**config.mk**
```make
export PLATFORM = sky130hd
export DESIGN_NAME = fifo_uart_tx_flat
export DESIGN_NICKNAME = d
export VERILOG_FILES = /design/src/rtl/fifo_uart_tx_if.sv /design/src/rtl/fifo_uart_tx.sv /design/src/flat_wrapper.sv
export SDC_FILE = /design/constraint.sdc
export NUM_CORES = 1
export LEC_CHECK = 0
export CAP_MARGIN = 20
export CORE_ASPECT_RATIO = 0.7
export CORE_UTILIZATION = 45
export DETAILED_ROUTE_END_ITERATION = 7
export HOLD_SLACK_MARGIN = 0.06
export PLACE_DENSITY = 0.68
export SLEW_MARGIN = 20
export SYNTH_ARGS = -nofsm -noshare
export SYNTH_HDL_FRONTEND = slang
export SYNTH_SLANG_ARGS = --single-unit
```
**constraint.sdc**
```tcl
create_clock -name clk -period 2.1 [get_ports clk]
set_input_delay 0.315 -clock clk [delete_from_list [all_inputs] [get_ports clk]]
set_output_delay 0.315 -clock clk [all_outputs]
set_load 0.02 [all_outputs]
```
**src/rtl/fifo_uart_tx_if.sv**
```systemverilog
// FIFO-side and serial-side signals of the FIFO-draining UART transmitter.
// master drives the FIFO status/data and enable; slave is the transmitter.
interface fifo_uart_tx_if #(
  parameter int DATA_WIDTH = 8
);
  logic                  tx_en;
  logic                  fifo_empty;
  logic [DATA_WIDTH-1:0] fifo_rdata;
  logic                  fifo_rd_en;
  logic                  tx;
  logic                  tx_busy;
  logic                  tx_done_tick;

  modport master (
    output tx_en, fifo_empty, fifo_rdata,
    input  fifo_rd_en, tx, tx_busy, tx_done_tick
  );

  modport slave (
    input  tx_en, fifo_empty, fifo_rdata,
    output fifo_rd_en, tx, tx_busy, tx_done_tick
  );
endinterface

```
**src/rtl/fifo_uart_tx.sv**
```systemverilog
// UART transmitter that pops one FIFO word per frame and serialises it:
// start bit, DATA_WIDTH data bits LSB first, STOP_BITS stop bits.
module fifo_uart_tx #(
  parameter int DATA_WIDTH   = 8,
  parameter int CLKS_PER_BIT = 868,
  parameter int STOP_BITS    = 1
) (
  input logic          clk,
  input logic          reset,
  fifo_uart_tx_if.slave bus
);
  localparam int TW = $clog2(CLKS_PER_BIT);
  localparam int BW = $clog2(DATA_WIDTH + 1);

  localparam logic [TW-1:0] TICK_LAST = TW'(CLKS_PER_BIT - 1);
  localparam logic [TW-1:0] TICK_PRE  = TW'(CLKS_PER_BIT - 2);
  localparam logic [BW-1:0] LAST_DATA = BW'(DATA_WIDTH - 1);
  localparam logic [BW-1:0] LAST_STOP = BW'(STOP_BITS - 1);

  typedef enum logic [1:0] {IDLE, START, DATA, STOP} state_t;

  state_t                state;
  logic [TW-1:0]         tick;
  logic [BW-1:0]         bit_cnt;
  logic [DATA_WIDTH-1:0] shreg;
  logic [DATA_WIDTH-1:0] shifted;
  logic                  tx_q;
  logic                  busy_q;
  logic                  done_q;
  logic                  pop;
  logic                  tick_last;

  // Pop is combinational so the word under the read pointer is captured in the same cycle.
  assign pop       = (state == IDLE) && bus.tx_en && !bus.fifo_empty && !reset;
  assign tick_last = (tick == TICK_LAST);
  assign shifted   = shreg >> 1;

  assign bus.fifo_rd_en   = pop;
  assign bus.tx           = tx_q;
  assign bus.tx_busy      = busy_q;
  assign bus.tx_done_tick = done_q;

  always_ff @(posedge clk) begin
    if (reset) begin
      state   <= IDLE;
      tick    <= '0;
      bit_cnt <= '0;
      shreg   <= '0;
      tx_q    <= 1'b1;
      busy_q  <= 1'b0;
      done_q  <= 1'b0;
    end else begin
      done_q <= 1'b0;
      case (state)
        IDLE: begin
          if (pop) begin
            shreg  <= bus.fifo_rdata;
            tx_q   <= 1'b0;
            busy_q <= 1'b1;
            tick   <= '0;
            state  <= START;
          end
        end
        START: begin
          if (tick_last) begin
            tick    <= '0;
            bit_cnt <= '0;
            tx_q    <= shreg[0];
            state   <= DATA;
          end else begin
            tick <= tick + 1'b1;
          end
        end
        DATA: begin
          if (tick_last) begin
            tick  <= '0;
            shreg <= shifted;
            if (bit_cnt == LAST_DATA) begin
              bit_cnt <= '0;
              tx_q    <= 1'b1;
              state   <= STOP;
            end else begin
              bit_cnt <= bit_cnt + 1'b1;
              tx_q    <= shifted[0];
            end
          end else begin
            tick <= tick + 1'b1;
          end
        end
        STOP: begin
          // Registered done pulse: raise it one cycle early so it lands on the final stop cycle.
          if (tick == TICK_PRE && bit_cnt == LAST_STOP) done_q <= 1'b1;
          if (tick_last) begin
            tick <= '0;
            if (bit_cnt == LAST_STOP) begin
              bit_cnt <= '0;
              busy_q  <= 1'b0;
              state   <= IDLE;
            end else begin
              bit_cnt <= bit_cnt + 1'b1;
            end
          end else begin
            tick <= tick + 1'b1;
          end
        end
        default: state <= IDLE;
      endcase
    end
  end
endmodule

```
**src/flat_wrapper.sv**
```systemverilog
// flat-port wrapper written by rule: the top's interface ports become plain ports
module fifo_uart_tx_flat 
#(
  parameter int DATA_WIDTH   = 8,
  parameter int CLKS_PER_BIT = 868,
  parameter int STOP_BITS    = 1
)
  (clk, reset, bus_tx_en, bus_fifo_empty, bus_fifo_rdata, bus_fifo_rd_en, bus_tx, bus_tx_busy, bus_tx_done_tick);
  fifo_uart_tx_if #(.DATA_WIDTH(DATA_WIDTH)) bus_i ();
  input logic clk;
  input logic reset;
  input wire logic [$bits(bus_i.tx_en)-1:0] bus_tx_en;
  input wire logic [$bits(bus_i.fifo_empty)-1:0] bus_fifo_empty;
  input wire logic [$bits(bus_i.fifo_rdata)-1:0] bus_fifo_rdata;
  output wire logic [$bits(bus_i.fifo_rd_en)-1:0] bus_fifo_rd_en;
  output wire logic [$bits(bus_i.tx)-1:0] bus_tx;
  output wire logic [$bits(bus_i.tx_busy)-1:0] bus_tx_busy;
  output wire logic [$bits(bus_i.tx_done_tick)-1:0] bus_tx_done_tick;
  assign bus_i.tx_en = bus_tx_en;
  assign bus_i.fifo_empty = bus_fifo_empty;
  assign bus_i.fifo_rdata = bus_fifo_rdata;
  assign bus_fifo_rd_en = bus_i.fifo_rd_en;
  assign bus_tx = bus_i.tx;
  assign bus_tx_busy = bus_i.tx_busy;
  assign bus_tx_done_tick = bus_i.tx_done_tick;
  fifo_uart_tx #(.DATA_WIDTH(DATA_WIDTH), .CLKS_PER_BIT(CLKS_PER_BIT), .STOP_BITS(STOP_BITS)) u_core (.clk(clk), .reset(reset), .bus(bus_i));
endmodule
```
==> flow_summary.toml <==
[timing]
setup_viol = 0
rsz0062_at_grt = "false"
setup_tns_ns = 0
period_needed_ns = 1.921
fin_skew_ns = 0.008781
hold_ws_ns = 0.5018
maxSlewViolCount = 0
worst_pin_slew_ns = 0.4280
timing.fmax_ghz = 0.5204
finalCritPeriodShare = 0.9150
final_hold_viol_count = 0
slew-limit-headroom = 0.7147

[synth]
synth_nets = 195
syn_inst = 174
yosys_warnings = 0
synth_common_cells = "28 x nor2_1, 27 x dfxtp_1, 10 x a21oi_1, 10 x nand2_1"
synth-seq-cells = 27
synth_edf_count = 0
ys_top_cells_by_area = "dfxtp_1 35%, ha_1 7.4%, nor2_1 6.9%"
seq_area_frac_synth = 0.3541
synth-main-ff-cell = "dfxtp_1"
yosysTopAreaCell = "dfxtp_1"
synth_top_area_frac = 0.3541
netlist_area_um2 = 1526
yosysUniqueCellTypes = 46
synthArstFlopShare = 0
syn_area_per_cell_um2 = 8.773
synth.most_common_cell = "nor2_1"

[routing]
wl_per_cell_um = 13.37
wirelength_um = 3116
route.detailed.drc = 0
drtIter0Drc = 153
vias_per_cell = 5.554
ant_nets = 0
drtPass1Iterations = 4
num_vias = 1294

[layout]
stdcell_area_um2 = 1822
final_nets = 217
nFillCells = 285
insertedDiodeCount = 0
area_growth_pct = 19.34
drive_gt1_frac = 0.1179

[place]
port_buffers = 15
hpwl_um = 2254
place_congestion = 0.8229
placed_cell_area_um2 = 1770

[critical_path]
cp_data_required_time_ns = 2.26
critPathLaunch = "u_core.bit_cnt[0]"
crit_path_end = "u_core.state[1]"
crit_type = "reg2reg"
arrival_ns = 2.09
crit_fanout = 6
r2r_end = "u_core.state[1]"
r2r-start = "u_core.bit_cnt[0]"
r2r_slack_ns = 0.18
worst_setup_path_end_kind = "flip-flop"
max_stage_delay_ns = 0.52
cp-start-kind = "flip-flop"
crit_buf_inv = 1
cp_cell_sequence = "inv_1 -> ha_1 -> or3b_2 -> a2111oi_4 -> mux2i_1 -> nor2_1"
path_depth = 6
critPathSlowestCell = "or3b_2"
critical_path.top_delay_family = "simple AND/OR/NAND/NOR gates"
reg2reg_depth = 6

[floorplan]
pin_count = 16
initial_core_util = 0.4784
die_h_um = 50.73
fp.coreArea_um2 = 3191
dieArea_um2 = 3633
die_w_um = 71.61
rows = 17

[clock_network]
tritoncts = "built"
cts_sinks = 27
numCtsBuffers = 3
clk_path_buf_depth = 2
clock_latency_ns = 0.28
root_buffer = "clkbuf_8"
hold_buffers = 0
htreeDepth = 1
cts.reportedPaths.clkPinSlew_ns = 0.09

[power]
internal_power_uw = 1144
p_clk_frac = 0.166
p_sw_uw = 651.6
peakVddDrop_mv = 0.6946
p_sw_frac = 0.3629
p_total_uw = 1795
p_leak_uw = 0.0007043
p_per_area_nw_per_um2 = 985.4
comb_power_share = 0.442
pwr-share-seq = 0.392

[global_routing]
grt_start_max_net_pins = 20
antenna_found_initial = 0
grt_first_pass_wirelength_um = 5388
gr-total-overflow = 0
grt_pass1_vias = 1204
track_usage = 0.1906

[run]
cap_violations = 0

[status]
run_status = "finished clean"

[worst_hold_path]
hp-class = "reg2reg"
## worst min-delay path by stage
stage	from	end	depth (start not counted)
after floorplan	u_core.tick[9]	u_core.tick[9]	2
after global placement	u_core.bus.tx_busy	u_core.bus.tx_busy	2
after detailed placement	u_core.bus.tx_busy	u_core.bus.tx_busy	2
after CTS	u_core.shreg[4]	u_core.shreg[4]	2
after global routing	u_core.shreg[6]	u_core.shreg[6]	2
final	u_core.shreg[4]	u_core.shreg[4]	2
## cell families after synthesis
logic type,count (synthesis),share of synthesized area
AND/OR/NAND/NOR,69,0.2574
AO/OA/AOI/OAI,37,0.1738
flip-flops,27,0.3541
buffers and inverters,18,0.05410
adder cells (fa/ha/maj),9,0.07377
multiplexers,8,0.05246
XOR/XNOR,6,0.03443
## power by group through the flow
stage / clock (µW) / combinational (µW) / sequential [µW]
3_3_place_gp: 0 / 773 / 708
5_1_grt: 328 / 884 / 716
2_1_floorplan: 0 / 559 / 713
6_report: 298 / 793 / 704
4_1_cts: 303 / 793 / 704
3_5_place_dp: 0 / 787 / 717
## sequential cells by signal, indices dropped and copies added, names as in the netlist
register,count
u_core.bus.tx_busy,1
u_core.bus.tx_done_tick,1
u_core.bus.tx,1
u_core.state,2
u_core.shreg,8
u_core.tick,10
u_core.bit_cnt,4
## area by class of cell
class | instances | area [µm²] | share of cell area
inverters | 7 | 26.28 | 0.01442
well taps | 38 | 47.55 | 0.02610
clock buffers | 4 | 45.04 | 0.02473
flip-flops and latches | 27 | 540.5 | 0.2967
repair buffers | 28 | 259.0 | 0.1422
multi-input cells | 129 | 903.4 | 0.4959
## layer usage
metal,part of all wire,vias to the layer above,track usage
li1,-,663,-
met5,0,-,0
met2,0.44,36,0.2956
met1,0.50,593,0.2540
met3,0.055,2,0.05422
met4,0.0087,0,0.06536
## layout by cell type, fill, tap and decap left out, types with 2 or more instances in the layout
master and n:
a211oi_1 9, a21oi_1 10, a31oi_1 2, and3_1 2
buf_4 12, clkbuf_8 3, clkdlybuf4s50_1 14, dfxtp_1 27
ha_1 9, inv_1 7, mux2i_1 8, nand2_1 10
nand3_1 5, nand4_1 3, nor2_1 28, nor3_1 4
nor3b_1 2, o21ai_0 7, or3_1 2, xnor2_1 3
xor2_1 3
## what timing repair did
item,CTS,global route
setup endpoints to repair,1,1
resized for setup,1,0
pin swaps,0,2
endpoints found under the hold margin,0,0
cloned,0,0
buffers inserted,0,1
## through the flow
step | setup slack (ns) | std cells | utilization
after floorplan | 0.2860 | 174 | -
after global placement | -0.07630 | 228 | 0.5549
after detailed placement | -0.08963 | 228 | 0.5549
after CTS | 0.1474 | 232 | 0.5686
after global routing | 0.02100 | 233 | 0.5710
final | 0.1786 | 233 | 0.5710
## worst min-delay path: stages, from the launching register on
cell	delay, ns
dfxtp_1	0.32
nor2_1	0.09
a211oi_1	0.05
Note: power is estimated with default switching activity, not from simulation.
==> edit, RTL diff (same settings) <==
Encoding of `state_t`: now one-hot (4 bits for 4 states).
--- a/src/rtl/fifo_uart_tx.sv
+++ b/src/rtl/fifo_uart_tx.sv
@@ -17,7 +17,7 @@
   localparam logic [BW-1:0] LAST_DATA = BW'(DATA_WIDTH - 1);
   localparam logic [BW-1:0] LAST_STOP = BW'(STOP_BITS - 1);
 
-  typedef enum logic [1:0] {IDLE, START, DATA, STOP} state_t;
+  typedef enum logic [3:0] {IDLE = 4'b0001, START = 4'b0010, DATA = 4'b0100, STOP = 4'b1000} state_t;
 
   state_t                state;
   logic [TW-1:0]         tick;
Behaviour: no difference found for any inputs over 10 cycles, from zero or initial values and one cycle with reset high; not proved beyond that.
==> edit against the original RTL <==
Clock skew down 0.0043 ns; wire length up 28%; setup slack worse by 0.12 ns; synthesized cell count up 15%; sequential cell count up 2; synthesized area up 13%; count of clock-buffer cells in the layout up 3; worst hold slack worse by 0.026 ns; cell area up 14%; first-iteration DRC count down 25%; critical path depth down 2.
Power is not compared: it rests on default switching activity, and its combinational part moved more than twofold at a synthesized area within 25%.
==> edit: results (changes against the original RTL) <==
* Syn nets at 216 (was 195)
* CTS H-Tree Depth at 2 (was 1)
* Worst-Margin Slew at 0.618 ns (was 0.428 ns)
* Status: finished clean (unchanged)
* Largest net degree at the start of global routing at 30 (was 20)
* Mux cell area share after synthesis at 1.16% (was 5.25%)
* Critical path arrival at 1.73 ns (was 2.09 ns)
* Worst Hold Path EP: u_core.bus.tx_busy$_SDFFE_PP0P_ (was u_core.shreg[4]$_SDFFE_PP0P_)
* Worst R2R Setup Slack at 0.16 ns (was 0.18 ns)
* Sequential area share after synthesis at 33.8% (was 35.4%)
* Compound-Gate Fraction of Synth Area at 21.9% (was 17.4%)
* RePlAce Congestion at 0.872 (was 0.823)
* Clock skew at 0.00452 ns (was 0.00878 ns)
* Vias in the first global route at 1,406 (was 1,204)
* M1 GR Usage at 30.0% (was 25.4%)
* Wire length per cell at 14.3 µm (was 13.4 µm)
* Adder-Cell Fraction of Synth Area at 2.91% (was 7.38%)
* First-pass GRT wire length at 6560 µm (was 5390 µm)
* Dpl hpwl at 2910 µm (was 2250 µm)
* Post-Place Cell Area at 1970 µm² (was 1770 µm²)
* Worst reg2reg path endpoint: u_core.tick[3]$_SDFFE_PP0P_ (was u_core.state[1]$_SDFFE_PP0P_)
* Area contributors post-synth: dfxtp_1, nand2_1, nor2_1, o21ai_0, a21oi_1 (was dfxtp_1, ha_1, nor2_1, mux2i_1, a211oi_1)
* Critical path launch point: bus_tx_en (was u_core.bit_cnt[0]$_SDFFE_PP0P_)
* Netlist cell types at 49 (was 46)
* Total GRT Usage at 22.4% (was 19.1%)
* Min-delay src: u_core.bus.tx_busy$_SDFFE_PP0P_ (was u_core.shreg[4]$_SDFFE_PP0P_)
* Met2 Usage GRT at 34.4% (was 29.6%)
* TritonCTS Buffers at 5 (was 3)
* Vias at 1,586 (was 1,294)
* FP Rows at 18 (was 17)
* Synth top cells by count: dfxtp_1, nand2_1, nor2_1, o21ai_0, a21oi_1 (was nor2_1, dfxtp_1, a21oi_1, nand2_1)
* M1 WL at 1910 µm (was 1550 µm)
* Critical Path Sink: bus_fifo_rd_en (was u_core.state[1]$_SDFFE_PP0P_)
* Layout cell share with drive strength beyond 1 at 18.9% (was 11.8%)
edit: layout make-up:
cell class	count	area, µm²	area share (%)
Tap cell	50	62.6	3.01
Inverter	5	18.8	0.903
Timing Repair Buffer	32	302	14.5
Clock buffer	7	96.3	4.63
Multi-Input combinational cell	154	1010	48.8
Clock inverter	1	5.00	0.241
Sequential cell	29	581	27.9
edit: stage by stage:
stage / hold WS, ns / std cells / worst slack, ns / utilization (%)
final: 0.476 / 278 / 0.0543 / 58.1
after global routing: 0.515 / 278 / 0.0216 / 58.1
after CTS: 0.473 / 278 / 0.0537 / 57.8
after detailed placement: 0.464 / 270 / -0.220 / 55.0
after global placement: 0.461 / 270 / -0.220 / 55.0
after floorplan: 0.454 / 200 / 0.273 / -
edit: repair_timing:
action,in CTS,in global routing
setup endpoints to repair,1,4
gates resized for setup,1,3
buffers inserted,0,0
hold buffers,0,0
gates cloned,0,0
edit: critical path, stage by stage:
cell             delay, ns
clkdlybuf4s50_1       0.45
or3b_2                0.49
nor2_4                0.13
dlygate4sd2_1         0.35
